**src/rtl/qpu_exu_oitf.sv**
```systemverilog
// Outstanding-instruction tracking FIFO for the QPU execute unit.
// Records destination registers and qubit lists of long-pipe instructions
// in flight, and flags register (RAW/WAW) and qubit-list overlaps against
// the instruction currently being dispatched. Stalling on these flags is
// left to the dispatch unit.
module qpu_exu_oitf #(
  parameter  int OITF_DEPTH = 4,
  parameter  int RFIDX_W    = 5,
  parameter  int QUBIT_NUM  = 8,
  localparam int PTR_W      = (OITF_DEPTH > 1) ? $clog2(OITF_DEPTH) : 1
) (
  input  logic                 clk,
  input  logic                 rst,
  // dispatch side
  input  logic                 disp_oitf_ena,
  output logic                 disp_oitf_ready,
  input  logic                 disp_oitf_rs1en,
  input  logic                 disp_oitf_rs2en,
  input  logic                 disp_oitf_rdwen,
  input  logic [RFIDX_W-1:0]   disp_oitf_rs1idx,
  input  logic [RFIDX_W-1:0]   disp_oitf_rs2idx,
  input  logic [RFIDX_W-1:0]   disp_oitf_rdidx,
  input  logic                 disp_oitf_qfren,
  input  logic [QUBIT_NUM-1:0] disp_oitf_qubitlist,
  // hazard flags
  output logic                 oitfrd_match_disprs1,
  output logic                 oitfrd_match_disprs2,
  output logic                 oitfrd_match_disprd,
  output logic                 oitfqf_match_dispql,
  // retire side
  input  logic                 ret_ena,
  output logic                 ret_rdwen,
  output logic [RFIDX_W-1:0]   ret_rdidx,
  output logic [QUBIT_NUM-1:0] ret_qubitlist,
  // status
  output logic                 oitf_empty,
  output logic [PTR_W-1:0]     dis_ptr,
  output logic [PTR_W-1:0]     ret_ptr
);

  localparam logic [PTR_W-1:0] PTR_LAST = PTR_W'(OITF_DEPTH - 1);
  localparam logic [PTR_W-1:0] PTR_ONE  = PTR_W'(1);

  // Entry storage
  logic [OITF_DEPTH-1:0] valid_q, valid_d;
  logic [OITF_DEPTH-1:0] rdwen_q, rdwen_d;
  logic [OITF_DEPTH-1:0] qfren_q, qfren_d;
  logic [RFIDX_W-1:0]    rdidx_q [OITF_DEPTH];
  logic [RFIDX_W-1:0]    rdidx_d [OITF_DEPTH];
  logic [QUBIT_NUM-1:0]  qlist_q [OITF_DEPTH];
  logic [QUBIT_NUM-1:0]  qlist_d [OITF_DEPTH];

  // Pointers; the wrap bits tell full from empty when the pointers coincide
  logic [PTR_W-1:0] dis_ptr_q, dis_ptr_d;
  logic [PTR_W-1:0] ret_ptr_q, ret_ptr_d;
  logic             dis_wrap_q, dis_wrap_d;
  logic             ret_wrap_q, ret_wrap_d;

  logic full_s;
  logic empty_s;
  logic alloc_s;
  logic retire_s;

  assign empty_s  = (dis_ptr_q == ret_ptr_q) && (dis_wrap_q == ret_wrap_q);
  assign full_s   = (dis_ptr_q == ret_ptr_q) && (dis_wrap_q != ret_wrap_q);
  // Ready looks at registered occupancy only, so a retire in the same
  // cycle cannot let an allocate slip into a full FIFO.
  assign alloc_s  = disp_oitf_ena & ~full_s;
  assign retire_s = ret_ena & ~empty_s;

  assign disp_oitf_ready = ~full_s;
  assign oitf_empty      = empty_s;
  assign dis_ptr         = dis_ptr_q;
  assign ret_ptr         = ret_ptr_q;

  // Oldest-entry fields, forced to zero while nothing is outstanding
  assign ret_rdwen     = empty_s ? 1'b0 : rdwen_q[ret_ptr_q];
  assign ret_rdidx     = empty_s ? {RFIDX_W{1'b0}} : rdidx_q[ret_ptr_q];
  assign ret_qubitlist = empty_s ? {QUBIT_NUM{1'b0}} : qlist_q[ret_ptr_q];

  // Hazard match against registered entries only (new entries visible next cycle)
  always_comb begin
    logic hit_rs1;
    logic hit_rs2;
    logic hit_rd;
    logic hit_ql;
    hit_rs1 = 1'b0;
    hit_rs2 = 1'b0;
    hit_rd  = 1'b0;
    hit_ql  = 1'b0;
    for (int i = 0; i < OITF_DEPTH; i++) begin
      if (valid_q[i] && rdwen_q[i]) begin
        hit_rs1 = hit_rs1 | (rdidx_q[i] == disp_oitf_rs1idx);
        hit_rs2 = hit_rs2 | (rdidx_q[i] == disp_oitf_rs2idx);
        hit_rd  = hit_rd  | (rdidx_q[i] == disp_oitf_rdidx);
      end else begin
        hit_rs1 = hit_rs1;
        hit_rs2 = hit_rs2;
        hit_rd  = hit_rd;
      end
      if (valid_q[i] && qfren_q[i]) begin
        hit_ql = hit_ql | ((qlist_q[i] & disp_oitf_qubitlist) != {QUBIT_NUM{1'b0}});
      end else begin
        hit_ql = hit_ql;
      end
    end
    // x0 is hardwired, so reading it never creates a hazard
    oitfrd_match_disprs1 = disp_oitf_rs1en & (disp_oitf_rs1idx != {RFIDX_W{1'b0}}) & hit_rs1;
    oitfrd_match_disprs2 = disp_oitf_rs2en & (disp_oitf_rs2idx != {RFIDX_W{1'b0}}) & hit_rs2;
    oitfrd_match_disprd  = disp_oitf_rdwen & (disp_oitf_rdidx  != {RFIDX_W{1'b0}}) & hit_rd;
    oitfqf_match_dispql  = disp_oitf_qfren & hit_ql;
  end

  // Next-state: retire frees the oldest slot, allocate fills the newest
  always_comb begin
    valid_d    = valid_q;
    rdwen_d    = rdwen_q;
    qfren_d    = qfren_q;
    rdidx_d    = rdidx_q;
    qlist_d    = qlist_q;
    dis_ptr_d  = dis_ptr_q;
    ret_ptr_d  = ret_ptr_q;
    dis_wrap_d = dis_wrap_q;
    ret_wrap_d = ret_wrap_q;

    if (retire_s) begin
      valid_d[ret_ptr_q] = 1'b0;
      ret_ptr_d          = ret_ptr_q + PTR_ONE;
      if (ret_ptr_q == PTR_LAST) begin
        ret_wrap_d = ~ret_wrap_q;
      end else begin
        ret_wrap_d = ret_wrap_q;
      end
    end else begin
      ret_ptr_d = ret_ptr_q;
    end

    if (alloc_s) begin
      valid_d[dis_ptr_q] = 1'b1;
      rdwen_d[dis_ptr_q] = disp_oitf_rdwen;
      qfren_d[dis_ptr_q] = disp_oitf_qfren;
      rdidx_d[dis_ptr_q] = disp_oitf_rdidx;
      qlist_d[dis_ptr_q] = disp_oitf_qubitlist;
      dis_ptr_d          = dis_ptr_q + PTR_ONE;
      if (dis_ptr_q == PTR_LAST) begin
        dis_wrap_d = ~dis_wrap_q;
      end else begin
        dis_wrap_d = dis_wrap_q;
      end
    end else begin
      dis_ptr_d = dis_ptr_q;
    end
  end

  // State registers; reset clears everything and overrides allocate/retire
  always_ff @(posedge clk) begin
    if (rst) begin
      valid_q    <= {OITF_DEPTH{1'b0}};
      rdwen_q    <= {OITF_DEPTH{1'b0}};
      qfren_q    <= {OITF_DEPTH{1'b0}};
      dis_ptr_q  <= {PTR_W{1'b0}};
      ret_ptr_q  <= {PTR_W{1'b0}};
      dis_wrap_q <= 1'b0;
      ret_wrap_q <= 1'b0;
      for (int i = 0; i < OITF_DEPTH; i++) begin
        rdidx_q[i] <= {RFIDX_W{1'b0}};
        qlist_q[i] <= {QUBIT_NUM{1'b0}};
      end
    end else begin
      valid_q    <= valid_d;
      rdwen_q    <= rdwen_d;
      qfren_q    <= qfren_d;
      dis_ptr_q  <= dis_ptr_d;
      ret_ptr_q  <= ret_ptr_d;
      dis_wrap_q <= dis_wrap_d;
      ret_wrap_q <= ret_wrap_d;
      for (int i = 0; i < OITF_DEPTH; i++) begin
        rdidx_q[i] <= rdidx_d[i];
        qlist_q[i] <= qlist_d[i];
      end
    end
  end

endmodule

```
**config.mk**
```make
export PLATFORM = sky130hd
export DESIGN_NAME = qpu_exu_oitf
export DESIGN_NICKNAME = d
export VERILOG_FILES = /design/src/rtl/qpu_exu_oitf.sv
export SDC_FILE = /design/constraint.sdc
export NUM_CORES = 1
export LEC_CHECK = 0
export ABC_AREA = 1
export BUFFER_PORTS_ARGS = -buffer_cell sky130_fd_sc_hd__buf_2
export CAP_MARGIN = 25
export CORE_MARGIN = 5
export CORE_UTILIZATION = 55
export CTS_BUF_LIST = sky130_fd_sc_hd__clkbuf_8
export CTS_CLUSTER_SIZE = 40
export DETAILED_ROUTE_END_ITERATION = 10
export PLACE_DENSITY = 0.75
export SYNTH_ARGS = -nofsm -noshare
export SYNTH_HDL_FRONTEND = slang
export SYNTH_SLANG_ARGS = --single-unit
```
**constraint.sdc**
```tcl
create_clock -name clk -period 2 [get_ports clk]
set_input_delay 0.2 -clock clk [delete_from_list [all_inputs] [get_ports clk]]
set_output_delay 0.2 -clock clk [all_outputs]
set_load 0.005 [all_outputs]
```
==> flow_summary.toml, run 1 <==
[critical_path]
cp_num_cells = 8
crit_path_end_kind = "output port"
cpMaxStageDelayCell = "dfxtp_1"
cp-startpoint = "dis_ptr[1]"
worst-path-max-fanout = 21
path_class = "register to output port"
startpoint_type = "register"
rr_startpoint = "dis_ptr[1]"
endpoint = "ret_rdidx[2]"
cp.required_ns = 1.80
r2r_setup_slack_ns = 0.37
cp_cell_sequence = "inv_1 > nand2_1 > nand2_2 > nand3_1 > buf_6 > nand2_1 > inv_1 > buf_2"
rr_worst_depth = 7
slowest_delay_ns = 0.44
crit_arrival_ns = 1.65
cp_num_buf_inv = 4
regToRegEndpoint = "qlist_q[1]"
cp_top_family = "buffers and inverters"

[finish]
layout.nets = 987
final_cells = 1061
final_util = 0.6171
n_antenna_cell = 0
stdcell_area_sq_mm = 0.005408
drive_above_1_share = 0.09234
area_growth_pct = 8.839

[yosys]
synth-compound-area-share = 0.07555
avgSynthCellArea_sq_um = 5.412
syn_area_sq_mm = 0.004969
synth-seq-cells = 70
seq_area_frac_synth = 0.2820
synth_xor_area_frac = 0
synth_flop_cell = "dfxtp_1"
yosys_warnings = 0
synthArstFlopShare = 0
synth_commonest_cells = "nand2_1, nor2_1, inv_1, dfxtp_1, o21ai_0"
syn_inst = 918
synth_nets = 957
synth.area.top_cells = "nand2_1, dfxtp_1, nor2_1"
ys_types = 17
yosys.area_share.simple = 0.4858
synth.mux.area_fraction = 0
synthAdderAreaFrac = 0.02015
synth_top_area_share = 0.2977
synth_most_common_cell = "nand2_1"
synth_top_cell_by_area = "nand2_1"
synth_top_family_by_area = "simple AND/OR/NAND/NOR gates"
synth_edf_count = 0

[timing]
rsz0062_at_grt = "no"
finalClockSkew_ns = 0.01056
hold_viol = 0
min_period_ns = 1.853
tightest_slew_ns = 0.4714
setup_ws_ns = 0.1467
slew_viol_final = 0
timing.hold.ws_ns = 0.1149
finalCritPeriodShare = 0.9266
slew_headroom = 0.6853
max_freq_mhz = 539.6
setup-violations-final = 0
fin_tns_setup_ns = 0

[place]
dpl_worst_slack_ns = 0.3019
portBuffers = 54
gp_congestion = 0.9042
placed_cell_area_sq_mm = 0.005166
placedCellCount = 1045
dp_hpwl_mm = 10.08

[floorplanning]
core_sq_mm = 0.008763
die_w_um = 105.0
ios = 55
initial_core_util = 0.5670
dieHeight_um = 105.0
die_area_sq_mm = 0.01103
row_count = 34

[drt]
wl_met1_mm = 6.074
wirelength_mm = 13.94
highest_layer = "met4"
wl_met2_mm = 6.663
num_vias = 5368
dr.pass1.iters = 6
drt_iter0_drc = 398
drc = 0
post_drt_wl_per_cell_um = 13.14
viasPerCell = 5.059
wl_met3_um = 990
ant_nets = 0

[grt]
overflow = 0
track_usage = 0.2544
antenna_found_initial = 0
grt_pass1_vias = 4899
grt_start_max_net_pins = 41
grt_pass1_wl_mm = 23.38

[power_and_ir_drop]
pwr-share-comb = 0.274
fin_total_pwr_mw = 4.023
p_sw_mw = 1.375
seqPwrFrac = 0.394
irDropWorstVdd_mv = 0.4852
internal_power_mw = 2.648
powerDensity_mw_per_mm2 = 743.9
p_leak_nw = 3.229
power.share.clock = 0.332
switching_share = 0.3418

[min_path]
hp-class = "input pin to register"
hold_depth = 2

[clock_network]
cts_buffer_depth = 2
cts_tree = "yes"
htreeDepth = 3
ctsHoldBuffers = 0
root_buffer = "clkbuf_8"
cts_setup_buffers = 0
cts_made_buffers = 9
insertion_delay_ns = 0.34
cts_sinks = 70
clk_pin_slew_ns = 0.08

[run]
maxCapViolations = 0

[status]
status = "finished, final reports clean"
-- registers in the layout (all words and copies together), names as in the netlist --
signal / cells
rdidx_q: 20
qlist_q: 32
qfren_q: 4
rdwen_q: 4
ret_ptr: 2
dis_wrap_q: 1
ret_wrap_q: 1
valid_q: 4
dis_ptr: 2
-- cells in the final DEF, fill, tap and decap left out, drive strengths merged --
cell,count
nand2,395
bufinv,2
clkinv,2
clkbuf,11
nand4,5
nand3,22
clkinvlp,1
ha,8
a21oi,33
nor2,193
dfxtp,70
buf,61
o21ai,42
inv,108
-- repair_timing --
action                                  CTS  global route
gates resized for setup                   0             5
endpoints found under the setup margin    0            16
hold endpoints to repair                  0             0
-- worst min-delay path by stage --
stage	from	endpoint
2_1_floorplan	disp_oitf_qfren	qfren_q[2]
3_3_place_gp	rst	valid_q[0]
3_5_place_dp	rst	valid_q[3]
4_1_cts	rst	valid_q[3]
5_1_grt	rst	dis_wrap_q
6_report	rst	ret_wrap_q
-- cell type report --
| type | instances | area (sq um) |
|---|---|---|
| Multi-Input combinational cell | 698 | 2889 |
| Clock buffer | 11 | 151.4 |
| Inverter | 108 | 407.9 |
| Clock inverter | 5 | 81.33 |
| Tap cell | 108 | 135.1 |
| Timing Repair Buffer | 61 | 339.1 |
| Sequential cell | 70 | 1404 |
| Fill cell | 902 | 3356 |
-- per-layer routing --
| layer | vias to the layer above | GRT usage |
|---|---|---|
| met4 | 0 | 0.06941 |
| met1 | 2385 | 0.3403 |
| met2 | 178 | 0.4267 |
| met3 | 19 | 0.03822 |
| met5 | - | 0 |
| li1 | 2786 | - |
-- kinds of logic after synthesis --
kind of cell               after synthesis
buffers and inverters                  150
and+or+nand+nor                        615
adders and majority gates                8
DFF                                     70
AOI/OAI and AO/OA                       75
-- power by group through the flow --
stage	clock, mW	combinational, mW	sequential, mW
after detailed placement	0	1.09	1.61
after global routing	1.43	1.27	1.60
after CTS	1.35	1.10	1.58
after global placement	0	1.07	1.61
after floorplan	0	0.791	1.59
final	1.34	1.10	1.59
Power figures use the tool's default switching activity.
==> run 2: changes to the inputs <==
CORE_UTILIZATION = 60   (was 55)
PLACE_DENSITY = 0.8   (was 0.75)
==> run 2 against run 1 <==
Compared with the run above:
- power down 8.7%
- via count up 2.5%
- sequential power about the same
- wire length down 1.4%
- count of clock-buffer cells in the layout down 2
- combinational power about the same
- critical path depth unchanged
==> flow_summary.toml, run 2 (synthesized netlist as in run 1, its figures left out) <==
[power_and_ir_drop]
seqPwrFrac = 0.431
switching_share = 0.3702
internal_power_mw = 2.313
pwr-share-comb = 0.305
powerDensity_mw_per_mm2 = 689.0
power.share.clock = 0.264
p_sw_mw = 1.360
p_leak_nw = 3.199
irDropWorstVdd_mv = 0.4658

[place]
dp_hpwl_mm = 9.745
dpl_worst_slack_ns = 0.3726
placed_cell_area_sq_mm = 0.005167
gp_congestion = 0.9330
placedCellCount = 1041
portBuffers = 54

[clock_network]
ctsHoldBuffers = 0
root_buffer = "clkbuf_8"
htreeDepth = 3
cts_made_buffers = 9
insertion_delay_ns = 0.35
cts_resized = 0
cts_setup_buffers = 0
clk_pin_slew_ns = 0.07
cts_tree = "yes"
cts_sinks = 70
cts_buffer_depth = 2

[critical_path]
cp.required_ns = 1.80
startpoint_type = "register"
crit_path_end_kind = "output port"
cp_cell_sequence = "inv_1 > nand2_1 > nand2_2 > nand3_2 > buf_12 > nand2_1 > inv_1 > buf_2"
path_class = "register to output port"
cpMaxStageDelayCell = "dfxtp_1"
worst-path-max-fanout = 18
slowest_delay_ns = 0.43
crit_arrival_ns = 1.65

[grt]
track_usage = 0.2747
overflow = 0
grt_pass1_vias = 4886
grt_start_max_net_pins = 42
antenna_found_initial = 0
grt_pass1_wl_mm = 22.60

[finish]
drive_above_1_share = 0.09043
final_common_cell = "nand2_1"
final_cells = 1056
final_cell_mix = "nand2_1, nor2_1, inv_1, dfxtp_1, buf_2"
area_growth_pct = 7.278
n_antenna_cell = 0
largest_register_ffs = 32
top_regs = "qlist_q x32, rdidx_q x20"
layout.nets = 986
stdcell_area_sq_mm = 0.005330
fillers = 786
top_register = "qlist_q"

[timing]
slew_viol_final = 0
setup_ws_ns = 0.1521
fin_tns_setup_ns = 0
finalClockSkew_ns = 0.01089
finalCritPeriodShare = 0.9239
tightest_slew_ns = 0.4567
hold_viol = 0
rsz0062_at_grt = "no"
max_freq_mhz = 541.2
slew_headroom = 0.6951
setup-violations-final = 0
min_period_ns = 1.848
timing.hold.ws_ns = 0.1147

[run]
maxCapViolations = 0

[floorplanning]
die_w_um = 101
dieHeight_um = 101
core_sq_mm = 0.008134
initial_core_util = 0.6108
row_count = 33
die_area_sq_mm = 0.01020
ios = 55

[drt]
drc = 0
viasPerCell = 5.209
wirelength_mm = 13.74
ant_nets = 0
num_vias = 5501
dr.pass1.iters = 7
post_drt_wl_per_cell_um = 13.01
drt_iter0_drc = 435

[min_path]
hp-class = "input pin to register"

[status]
status = "finished, final reports clean"
run 2: metal layers:
metal / vias to the layer above / GRT usage / part of all wire
li1: 2790 / - / -
met1: 2444 / 0.3573 / 0.42
met2: 235 / 0.4567 / 0.47
met3: 32 / 0.04637 / 0.081
met4: 0 / 0.1002 / 0.022
met5: - / 0 / 0
run 2: through the flow:
stage | power [mW] | utilization
2_1_floorplan | 2.380 | -
3_3_place_gp | 2.686 | 0.6353
3_5_place_dp | 2.716 | 0.6353
4_1_cts | 3.675 | 0.6544
5_1_grt | 3.920 | 0.6553
6_report | 3.673 | 0.6553
run 2: power by group through the flow:
stage / Clock (mW) / Sequential (mW) / Combinational (mW)
2_1_floorplan: 0 / 1.59 / 0.791
3_3_place_gp: 0 / 1.61 / 1.08
3_5_place_dp: 0 / 1.61 / 1.11
4_1_cts: 0.985 / 1.58 / 1.11
5_1_grt: 1.04 / 1.60 / 1.28
6_report: 0.971 / 1.58 / 1.12
run 2: area by class of cell:
cell class	count	area, sq um	area share
multi-input combinational	698	2894	0.5430
sequential	70	1404	0.2634
inverter	108	405.4	0.07606
timing repair buffer	60	340.3	0.06385
tap	105	131.4	0.02465
clock buffer	9	123.9	0.02324
clock inverter	6	31.28	0.005869
run 2: worst paths after layout:
path	startpoint	endpoint	slack [ns]	cells after the start
max	dis_ptr[1]	ret_rdidx[4]	0.15	8
max reg2reg	dis_ptr[1]	rdidx_q[4]	0.37	7
min reg2reg	valid_q[1]	valid_q[1]	0.50	2
min	rst	valid_q[3]	0.11	2
run 2: worst max-delay path: cells and delay by family (launching register included):
kind	cells	cell delay (ns)
AND/OR/NAND/NOR	4	0.41
buffers and inverters	4	0.47
flip-flops	1	0.43
==> run 3: changes to the inputs <==
clock period = 1.9 ns   (was 2 ns; I/O delays follow)
==> run 3 against run 2 <==
Compared with the run above:
- sequential power increased by 6%
- sequential share of layout area about the same
- hold slack gained 0.0031 ns
- non-clock buffer count grew 1
- design area is 0.92% higher
- wire length grew 1.9%
- clock skew shrank 0.0031 ns
- largest power group unchanged
- highest routed layer unchanged
==> flow_summary.toml, run 3 (synthesized netlist as in run 1, its figures left out) <==
[status]
status = "finished, final reports clean"

[floorplanning]
die_w_um = 101
core_sq_mm = 0.008134
ios = 55
row_count = 33
dieHeight_um = 101
initial_core_util = 0.6108
die_area_sq_mm = 0.01020

[finish]
final_cell_mix = "nand2_1, nor2_1, inv_1, dfxtp_1, buf_2"
final_util = 0.6613
final_cells = 1057
largest_register_ffs = 32
final_common_cell = "nand2_1"
layout.nets = 987
drive_above_1_share = 0.1029
area_growth_pct = 8.260
fillers = 793
top_regs = "qlist_q x32, rdidx_q x20"
register_area_sq_mm = 0.001416
top_register = "qlist_q"
multi_input_area_sq_mm = 0.002907
n_antenna_cell = 0

[min_path]
hp-class = "input pin to register"

[clock_network]
cts_sinks = 70
insertion_delay_ns = 0.35
cts_buffer_depth = 2
cts_made_buffers = 9
cts_tree = "yes"
htreeDepth = 3
clk_pin_slew_ns = 0.07
root_buffer = "clkbuf_8"
cts_setup_buffers = 0

[timing]
min_period_ns = 1.794
hold_viol = 0
tightest_slew_ns = 0.4378
slew_viol_final = 0
rsz0062_at_grt = "no"
slew_headroom = 0.7082
setup-violations-final = 0
max_freq_mhz = 557.4
finalCritPeriodShare = 0.9443
fin_tns_setup_ns = 0
timing.hold.ws_ns = 0.1178
finalClockSkew_ns = 0.007796

[drt]
drt_iter0_drc = 313
viasPerCell = 5.170
post_drt_wl_per_cell_um = 13.24
wirelength_mm = 14.00
ant_nets = 0
dr.pass1.iters = 5
drc = 0
num_vias = 5465

[grt]
grt_start_max_net_pins = 40
grt_pass1_vias = 5080
track_usage = 0.2843
overflow = 0
grt_pass1_wl_mm = 23.35
antenna_found_initial = 0

[critical_path]
cp_num_cells = 8
rr_startpoint = "dis_ptr[0]"
crit_path_end_kind = "output port"
cp-startpoint = "rdidx_q[17]"
startpoint_type = "register"
cp.required_ns = 1.71
r2r_setup_slack_ns = 0.29
cp_common_cell = "nor2_1"
rr_worst_depth = 8
crit_arrival_ns = 1.60
cp_cell_sequence = "inv_1 > o21ai_0 > nor2_1 > nand3_1 > nand2_1 > nor2_1 > nor2_2 > buf_2"
path_class = "register to output port"
worst-path-max-fanout = 5
cpMaxStageDelayCell = "dfxtp_2"
cp_num_buf_inv = 2
cp_top_family = "flip-flops"
slowest_delay_ns = 0.40
endpoint = "oitfrd_match_disprd"
regToRegEndpoint = "qlist_q[4]"

[power_and_ir_drop]
powerDensity_mw_per_mm2 = 748.9
irDropWorstVdd_mv = 0.5411
p_leak_nw = 3.221

[place]
portBuffers = 54
dp_hpwl_mm = 10.03
gp_congestion = 0.9486
placedCellCount = 1042

[run]
maxCapViolations = 0
## run 3: what timing repair did
| item | in CTS | in global routing |
|---|---|---|
| resized for setup | 1 | 16 |
| setup endpoints to repair | 12 | 17 |
| hold buffers | 0 | 0 |
| hold endpoints to repair | 0 | 0 |
## run 3: how the worst min path moves through the flow
stage | end | startpoint | slack, ns | depth (start not counted)
2_1_floorplan | qfren_q[2] | disp_oitf_qfren | 0.32 | 2
3_3_place_gp | valid_q[0] | rst | 0.46 | 2
3_5_place_dp | valid_q[0] | rst | 0.48 | 2
4_1_cts | valid_q[0] | rst | 0.10 | 2
5_1_grt | dis_wrap_q | rst | 0.11 | 2
6_report | dis_wrap_q | rst | 0.12 | 2
## run 3: worst reg2reg max path: stages, from the launching register on
cell,delay (ns)
dfxtp_2,0.38
inv_1,0.10
nand2_1,0.10
nand2_2,0.10
nand3_4,0.18
nand3_4,0.38
nand2_1,0.17
nand2_1,0.06
nor2_1,0.10
## run 3: layout make-up
cell class,count,share of cell area
inverter,108,0.07537
clock buffer,9,0.02303
sequential,70,0.2633
multi-input combinational,698,0.5404
tap,105,0.02442
clock inverter,6,0.01047
timing repair buffer,61,0.06304
## run 3: per-layer routing
metal / GRT usage / routed length (um)
met5: 0 / 0
met3: 0.04221 / 963
met1: 0.3669 / 6155
met4: 0.1104 / 442
met2: 0.4770 / 6435
## run 3: per-stage QoR
| stage | instance area [sq um] | setup slack, ns | power (mW) |
|---|---|---|---|
| 2_1_floorplan | 4969 | 0.4656 | 2.505 |
| 3_3_place_gp | 5162 | 0.3706 | 2.834 |
| 3_5_place_dp | 5162 | 0.2444 | 2.862 |
| 4_1_cts | 5348 | 0.003861 | 4.017 |
| 5_1_grt | 5379 | 0.005450 | 4.290 |
| 6_report | 5379 | 0.1058 | 4.028 |
## run 3: power breakdown
part / switching (mW) / internal [mW] / total (mW)
clock: 0.579 / 0.588 / 1.17
sequential: 0.0931 / 1.58 / 1.67
combinational: 0.778 / 0.414 / 1.19
